<file path="src/rtl/ext_io_bank_if.sv">
// Memory-mapped bus between the processor data-memory port and the external I/O bank.
// Single-cycle strobes with a registered read return and a one-cycle valid pulse.
interface ext_io_bank_if #(
  parameter int unsigned ADDR_W = 8,
  parameter int unsigned DATA_W = 8
);
  logic [ADDR_W-1:0] bus_addr;
  logic [DATA_W-1:0] bus_wdata;
  logic              bus_we;
  logic              bus_re;
  logic [DATA_W-1:0] bus_rdata;
  logic              bus_rvalid;

  modport master (
    output bus_addr, bus_wdata, bus_we, bus_re,
    input  bus_rdata, bus_rvalid
  );

  modport slave (
    input  bus_addr, bus_wdata, bus_we, bus_re,
    output bus_rdata, bus_rvalid
  );
endinterface

</file>
<file path="src/rtl/ext_io_bank.sv">
// External-world I/O bank: synchronised inputs, output registers, sticky change flags
// with write-one-to-clear, and a maskable level interrupt on a memory-mapped bus.
module ext_io_bank #(
  parameter int unsigned          DATA_W      = 8,
  parameter int unsigned          NUM_CH      = 4,
  parameter int unsigned          ADDR_W      = 8,
  parameter logic [ADDR_W-1:0]    BASE_ADDR   = 8'hF0,
  parameter int unsigned          SYNC_STAGES = 2
) (
  input  logic                     clk,
  input  logic                     Reset,
  ext_io_bank_if.slave             bus,
  input  logic [NUM_CH*DATA_W-1:0] InpExtWorld,
  output logic [NUM_CH*DATA_W-1:0] OutExtWorld,
  output logic                     irq
);

  localparam int unsigned BUS_W    = NUM_CH * DATA_W;
  localparam int unsigned OFF_W    = ADDR_W + 1;
  localparam int unsigned OFF_OUT  = NUM_CH;
  localparam int unsigned OFF_STAT = 2 * NUM_CH;
  localparam int unsigned OFF_MASK = 2 * NUM_CH + 1;
  localparam int unsigned PRIME_N  = SYNC_STAGES + 1;
  localparam int unsigned PRIME_W  = $clog2(PRIME_N + 1);

  logic [BUS_W-1:0]   r_sync [SYNC_STAGES];
  logic [BUS_W-1:0]   r_in_prev;
  logic [BUS_W-1:0]   r_out;
  logic [NUM_CH-1:0]  r_status;
  logic [NUM_CH-1:0]  r_mask;
  logic [PRIME_W-1:0] r_prime;
  logic [DATA_W-1:0]  r_rdata;
  logic               r_rvalid;
  logic               r_irq;

  logic [OFF_W-1:0]   w_off;
  logic               w_hit;
  logic [BUS_W-1:0]   w_in;
  logic               w_primed;
  logic [NUM_CH-1:0]  w_chg;
  logic [NUM_CH-1:0]  w_wr_out;
  logic               w_wr_stat;
  logic               w_wr_mask;
  logic [NUM_CH-1:0]  w_clr;
  logic [DATA_W-1:0]  w_rdata;

  // Borrow into the extra MSB marks addresses below the base, so no wrap-around hits.
  assign w_off    = {1'b0, bus.bus_addr} - {1'b0, BASE_ADDR};
  assign w_hit    = !w_off[ADDR_W] && (w_off <= OFF_W'(OFF_MASK));
  assign w_in     = r_sync[SYNC_STAGES-1];
  assign w_primed = (r_prime == PRIME_W'(PRIME_N));

  // Per-channel change detect on the synchronised value, gated until the chain is primed.
  always_comb begin
    w_chg = '0;
    for (int unsigned k = 0; k < NUM_CH; k++) begin
      w_chg[k] = w_primed && (w_in[k*DATA_W +: DATA_W] != r_in_prev[k*DATA_W +: DATA_W]);
    end
  end

  // Address decode: read mux and write enables.
  always_comb begin
    w_rdata   = '0;
    w_wr_out  = '0;
    w_wr_stat = 1'b0;
    w_wr_mask = 1'b0;
    if (w_hit) begin
      for (int unsigned k = 0; k < NUM_CH; k++) begin
        if (w_off == OFF_W'(k)) begin
          w_rdata = w_in[k*DATA_W +: DATA_W];
        end
        if (w_off == OFF_W'(OFF_OUT + k)) begin
          w_rdata     = r_out[k*DATA_W +: DATA_W];
          w_wr_out[k] = bus.bus_we;
        end
      end
      if (w_off == OFF_W'(OFF_STAT)) begin
        w_rdata   = DATA_W'(r_status);
        w_wr_stat = bus.bus_we;
      end
      if (w_off == OFF_W'(OFF_MASK)) begin
        w_rdata   = DATA_W'(r_mask);
        w_wr_mask = bus.bus_we;
      end
    end
  end

  assign w_clr = w_wr_stat ? bus.bus_wdata[NUM_CH-1:0] : '0;

  // Input synchroniser chain plus one-cycle history for change detection.
  always_ff @(posedge clk or negedge Reset) begin
    if (!Reset) begin
      for (int unsigned i = 0; i < SYNC_STAGES; i++) begin
        r_sync[i] <= '0;
      end
      r_in_prev <= '0;
      r_prime   <= '0;
    end else begin
      r_sync[0] <= InpExtWorld;
      for (int unsigned i = 1; i < SYNC_STAGES; i++) begin
        r_sync[i] <= r_sync[i-1];
      end
      r_in_prev <= w_in;
      if (!w_primed) begin
        r_prime <= r_prime + PRIME_W'(1);
      end
    end
  end

  // Register file, read return and interrupt; a new change beats a same-edge W1C.
  always_ff @(posedge clk or negedge Reset) begin
    if (!Reset) begin
      r_out    <= '0;
      r_status <= '0;
      r_mask   <= '0;
      r_rdata  <= '0;
      r_rvalid <= 1'b0;
      r_irq    <= 1'b0;
    end else begin
      for (int unsigned k = 0; k < NUM_CH; k++) begin
        if (w_wr_out[k]) begin
          r_out[k*DATA_W +: DATA_W] <= bus.bus_wdata;
        end
      end
      r_status <= (r_status & ~w_clr) | w_chg;
      if (w_wr_mask) begin
        r_mask <= bus.bus_wdata[NUM_CH-1:0];
      end
      r_rvalid <= bus.bus_re && w_hit;
      if (bus.bus_re && w_hit) begin
        r_rdata <= w_rdata;
      end
      r_irq <= |(r_status & r_mask);
    end
  end

  assign bus.bus_rdata  = r_rdata;
  assign bus.bus_rvalid = r_rvalid;
  assign OutExtWorld    = r_out;
  assign irq            = r_irq;

endmodule
</file>
<file path="src/flat_wrapper.sv">
// flat-port wrapper written by rule: the top's interface ports become plain ports
module ext_io_bank_flat 
#(
  parameter int unsigned          DATA_W      = 8,
  parameter int unsigned          NUM_CH      = 4,
  parameter int unsigned          ADDR_W      = 8,
  parameter logic [ADDR_W-1:0]    BASE_ADDR   = 8'hF0,
  parameter int unsigned          SYNC_STAGES = 2
)
  (clk, Reset, InpExtWorld, OutExtWorld, irq, bus_bus_addr, bus_bus_wdata, bus_bus_we, bus_bus_re, bus_bus_rdata, bus_bus_rvalid);
  ext_io_bank_if #(.ADDR_W(ADDR_W), .DATA_W(DATA_W)) bus_i ();
  input  logic clk;
  input  logic Reset;
  input  logic [NUM_CH*DATA_W-1:0] InpExtWorld;
  output logic [NUM_CH*DATA_W-1:0] OutExtWorld;
  output logic irq;
  input wire logic [$bits(bus_i.bus_addr)-1:0] bus_bus_addr;
  input wire logic [$bits(bus_i.bus_wdata)-1:0] bus_bus_wdata;
  input wire logic [$bits(bus_i.bus_we)-1:0] bus_bus_we;
  input wire logic [$bits(bus_i.bus_re)-1:0] bus_bus_re;
  output wire logic [$bits(bus_i.bus_rdata)-1:0] bus_bus_rdata;
  output wire logic [$bits(bus_i.bus_rvalid)-1:0] bus_bus_rvalid;
  assign bus_i.bus_addr = bus_bus_addr;
  assign bus_i.bus_wdata = bus_bus_wdata;
  assign bus_i.bus_we = bus_bus_we;
  assign bus_i.bus_re = bus_bus_re;
  assign bus_bus_rdata = bus_i.bus_rdata;
  assign bus_bus_rvalid = bus_i.bus_rvalid;
  ext_io_bank #(.DATA_W(DATA_W), .NUM_CH(NUM_CH), .ADDR_W(ADDR_W), .BASE_ADDR(BASE_ADDR), .SYNC_STAGES(SYNC_STAGES)) u_core (.clk(clk), .Reset(Reset), .bus(bus_i), .InpExtWorld(InpExtWorld), .OutExtWorld(OutExtWorld), .irq(irq));
endmodule
</file>
<file path="config.mk">
export PLATFORM = sky130hd
export DESIGN_NAME = ext_io_bank_flat
export DESIGN_NICKNAME = d
export VERILOG_FILES = /design/src/rtl/ext_io_bank_if.sv /design/src/rtl/ext_io_bank.sv /design/src/flat_wrapper.sv
export SDC_FILE = /design/constraint.sdc
export NUM_CORES = 1
export LEC_CHECK = 0
export CORE_UTILIZATION = 45
export CTS_CLUSTER_DIAMETER = 30
export CTS_CLUSTER_SIZE = 14
export DETAILED_ROUTE_END_ITERATION = 8
export PLACE_DENSITY = 0.71
export SETUP_SLACK_MARGIN = 0.4
export SYNTH_ARGS = -nofsm -noshare
export SYNTH_HDL_FRONTEND = slang
export SYNTH_SLANG_ARGS = --single-unit
</file>
<file path="constraint.sdc">
create_clock -name clk -period 1.85 [get_ports clk]
set_clock_uncertainty 0.15 [all_clocks]
set_input_delay 0.2775 -clock clk [delete_from_list [all_inputs] [get_ports clk]]
set_output_delay 0.2775 -clock clk [all_outputs]
set_load 0.01 [all_outputs]
</file>
==> results_tabular.tex <==
\begin{tabular}{lr}
\hline
Metric & Value \\
\hline
\multicolumn{2}{l}{\textbf{Die}} \\
Placeable Area & 12,200 um2 \\
Number of placed I/O pins & 94 \\
Starting density of the core & 46.8\% \\
Area of the die & between 10,000 and 15,000 um2 \\
Vertical die dimension & 115 um \\
Total number of placement rows & 40 \\
Horiz. Die Dim & 115 um \\
\multicolumn{2}{l}{\textbf{Route}} \\
Number of iterations in the first detailed-routing pass & 4 \\
Aggregate routed wire length & about 17 mm \\
Post-DR vias/cell & 5.47 \\
DR WL/cell & 20.6 um \\
Remaining design rule violation count & 0 \\
Total vias in the final route & between 4,000 and 5,000 \\
Post-route ant nets & 0 \\
Initial DRC count & 319 \\
\multicolumn{2}{l}{\textbf{Cells and area}} \\
Fraction of layout cells with a size suffix above 1 & 49.5\% \\
Number of nets at the end of the flow & 685 \\
Most common library cell in the layout ignoring fill and taps & sky130\_fd\_sc\_hd\_\_dfrtp\_1 \\
Area of all placed cells without fillers & between 8000 and 9000 um2 \\
Antenna cell count & 0 \\
Relative area change from synthesis to final layout & 52.5\% \\
Commonest cells after routing, fill and taps aside & 147 x sky130\_fd\_sc\_hd\_\_dfrtp\_1, 102 x sky130\_fd\_sc\_hd\_\_buf\_4, 43 x sky130\_fd\_sc\_hd\_\_buf\_2 \\
Number of fill cells in the layout & between 800 and 900 \\
\multicolumn{2}{l}{\textbf{Clocking}} \\
TritonCTS buffer count & 17 \\
H-tree Lvls & 4 \\
CTS tree & built \\
Sink Count & between 100 and 150 \\
Maximum number of buffers from clock root to sink & 2 \\
Worst-path clk slew & $\sim$60 ps \\
Clock tree root driver cell & sky130\_fd\_sc\_hd\_\_clkbuf\_16 \\
Insertion delay to the later sink of the worst-skew pair & approximately 430 ps \\
\multicolumn{2}{l}{\textbf{Worst setup path}} \\
Reg-to-reg critical path endpoint & u\_core.bus.bus\_rdata[2] \\
Endpoint type of the worst setup path & flip-flop \\
Crit path max-delay cell type & sky130\_fd\_sc\_hd\_\_a2111oi\_4 \\
Largest fanout on the critical path & 8 \\
Critical Path Start Type & primary input \\
Req. time, crit path & 2010 ps \\
Crit path cell chain & buf\_2 > or2\_4 > a2111oi\_4 > buf\_4 > nand4\_4 > mux2\_4 \\
Type of the setup path with the least slack & in -> reg \\
Setup slack of the most critical reg-to-reg path & 130 ps \\
Worst R2R Start & u\_core.OutExtWorld[10] \\
Length in cells of the worst reg-to-reg path & 6 \\
Worst endpoint data arrival time & 1940 ps \\
Crit-path leading delay family & compound AO/OA/AOI/OAI gates \\
Total buffers and inverters traversed by the critical path & 2 \\
Max stage delay on crit path & between 500 and 600 ps \\
\multicolumn{2}{l}{\textbf{Timing}} \\
RSZ-0062 raised after global routing & yes \\
Final Worst Setup Slack & approximately 62 ps \\
Number of pins with negative max-slew slack in the final report & 0 \\
Slew at the pin with the worst max-slew slack & 471 ps \\
Count of final hold-check violations & 0 \\
Final min period & 1790 ps \\
Part of the cycle the worst path needs & between 90\% and 100\% \\
Max\_slew headroom & 68.5\% \\
Highest clock frequency the design can meet & between 500 and 600 MHz \\
Final setup vio count & 0 \\
\multicolumn{2}{l}{\textbf{Placed design}} \\
Standard cell area after detailed placement & 7510 um2 \\
Buffers added on ports & 93 \\
Final weighted congestion in routability-driven placement & 0.923 \\
Placed wire-length estimate & around 10 mm \\
Setup slack at placement & -792 ps \\
\multicolumn{2}{l}{\textbf{Global routing}} \\
Initial antenna violation count & 0 \\
Maximum number of pins on one net before global-route repair & 48 \\
First-pass GRT wire length & between 20 and 30 mm \\
Gr ovfl total & 0 \\
Overall Global Routing Usage & 26.7\% \\
Via count of the first global-routing pass & 4,580 \\
\multicolumn{2}{l}{\textbf{Hold path}} \\
Start point of the worst min-delay path & InpExtWorld[20] \\
Hold WC Path Type & in -> reg \\
Hold Path End & u\_core.r\_sync[52] \\
Hold depth & 1 \\
\multicolumn{2}{l}{\textbf{Pwr}} \\
Power per standard cell area & 863 nW/um2 \\
Reported leakage power & 4.03 nW \\
Max rail drop VDD & 1.31 mV \\
\multicolumn{2}{l}{\textbf{Synth}} \\
Average size of a mapped cell & 14.3 um2 \\
Async set-or-reset flop fraction in the synthesized netlist & 100\% \\
Portion of the post-synthesis area used by sequential elements & 64.8\% \\
Synthesized area & $\sim$5700 um2 \\
Post-synthesis sequential element count & 148 \\
Number of enable-type register cells in the synthesized netlist & 0 \\
Synth Warn \# & 0 \\
Distinct cell type count of the synthesized netlist & 57 \\
Commonest register cell after synthesis & sky130\_fd\_sc\_hd\_\_dfrtp\_1 \\
Synthesized net count & 455 \\
Gate count of the mapped netlist & 401 \\
\multicolumn{2}{l}{\textbf{Flow run}} \\
Number of maximum-capacitance violations & 0 \\
\multicolumn{2}{l}{\textbf{Outcome}} \\
Status & complete, no violations \\
\hline
\end{tabular}
sequential cells by signal (all words and copies together) (netlist names):
register	count
u_core.OutExtWorld	32
u_core.bus.bus_rdata	8
u_core.bus.bus_rvalid	1
u_core.irq	1
u_core.r_in_prev	32
u_core.r_mask	4
u_core.r_prime	2
u_core.r_status	4
u_core.r_sync	32
u_core.w_in	32
where the power goes:
group,internal (W),switching [W],leakage [nW]
Sequential,0.00335,0.0000709,1.81
Combinational,0.000313,0.000307,1.93
Clock,0.00207,0.00142,0.291
Total,0.00573,0.00179,4.03
worst reg2reg max path, stage by stage, from the launching register on:
cell	delay, ps
sky130_fd_sc_hd__dfrtp_1	410
sky130_fd_sc_hd__buf_4	160
sky130_fd_sc_hd__a32oi_1	270
sky130_fd_sc_hd__o32ai_1	130
sky130_fd_sc_hd__buf_4	160
sky130_fd_sc_hd__or3b_4	210
sky130_fd_sc_hd__o211ai_1	100
worst max-delay path by stage:
stage | startpoint | to | slack (ps) | depth (start not counted)
floorplan | bus_bus_addr[1] | u_core.OutExtWorld[16] | -220 | 6
global placement | bus_bus_addr[4] | u_core.OutExtWorld[22] | -720 | 8
detailed placement | bus_bus_addr[4] | u_core.bus.bus_rdata[3] | -790 | 8
CTS | u_core.w_in[10] | u_core.bus.bus_rdata[2] | 130 | 6
global route | bus_bus_addr[5] | u_core.OutExtWorld[8] | 2 | 8
finish | bus_bus_addr[2] | u_core.OutExtWorld[8] | 60 | 6
repair_timing:
| action | 4_1_cts | 5_1_grt |
|---|---|---|
| setup endpoints to repair | 91 | 53 |
| hold buffers | 1 | 0 |
| setup buffers | 42 | 13 |
| gates resized for setup | 255 | 36 |
| hold endpoints to repair | 42 | 0 |
| pin swaps | 32 | 26 |
| cloned | 2 | 0 |
synth_stat cells, types with 3 or more instances:
cell                       instances  share of area, %
sky130_fd_sc_hd__dfrtp_1         148                65
sky130_fd_sc_hd__nand4b_1          3              0.46
sky130_fd_sc_hd__xor2_1           33               5.1
sky130_fd_sc_hd__nor2_1            3              0.20
sky130_fd_sc_hd__o221ai_1          3              0.46
sky130_fd_sc_hd__a211oi_1          5              0.66
sky130_fd_sc_hd__nor2b_1           9              0.98
sky130_fd_sc_hd__buf_2             9              0.79
sky130_fd_sc_hd__nand3_1           8              0.70
sky130_fd_sc_hd__o211ai_1          4              0.53
sky130_fd_sc_hd__nand2_1          17               1.1
sky130_fd_sc_hd__and3_1            5              0.55
sky130_fd_sc_hd__o211a_1           3              0.53
sky130_fd_sc_hd__a32oi_1           4              0.61
sky130_fd_sc_hd__clkbuf_1          3              0.20
sky130_fd_sc_hd__a22o_1            4              0.61
sky130_fd_sc_hd__nor4_1           10               1.1
sky130_fd_sc_hd__a22oi_1           5              0.66
sky130_fd_sc_hd__mux2_2           46               9.1
sky130_fd_sc_hd__o21ai_0          12               1.1
sky130_fd_sc_hd__nor3_1            6              0.53
sky130_fd_sc_hd__a221oi_1          5              0.77
sky130_fd_sc_hd__o32ai_1           3              0.46
sky130_fd_sc_hd__a21oi_1           8              0.70
sky130_fd_sc_hd__o31ai_1           4              0.53
sky130_fd_sc_hd__a222oi_1          3              0.53
metal layers:
metal	track usage [%]	vias to the layer above	wire length, um
met1	34.7	2271	6970
met3	7.62	36	1200
met2	42.9	193	8100
met5	0	-	0
met4	10.2	0	428
li1	-	1942	-
area by class of cell:
type / count / area (um2) / area share (%)
Clock inverter: 13 / 161 / 1.85
Sequential cell: 148 / 3700 / 42.5
Multi-Input combinational cell: 235 / 2280 / 26.2
Inverter: 3 / 12.5 / 0.143
Timing Repair Buffer: 226 / 1900 / 21.8
Tap cell: 168 / 210 / 2.41
Clock buffer: 19 / 443 / 5.08
cell families (layout without fill, tap and decap cells):
kind of cell    count (synthesis)  count (layout)  share of synthesized area (%)
compound gates                 73              73                           9.93
xor+xnor                       34              34                           5.21
fa+ha+maj                       2               2                          0.438
buf+inv                        18             261                           1.64
flops                         148             148                           64.8
mux                            47              47                           9.23
simple gates                   79              79                           8.77
metrics by stage:
stage	instances	util (%)	hold slack, ps	TNS (ps)	total power, W
floorplan	401	-	-168	-3530	0.00364
global placement	722	61.5	81.4	-32150	0.00397
detailed placement	722	61.5	87.3	-33600	0.00399
CTS	799	69.6	124	0	0.00753
global route	812	71.4	117	0	0.00777
finish	812	71.4	137	0	0.00753
Note: power is estimated with default switching activity, not from simulation.
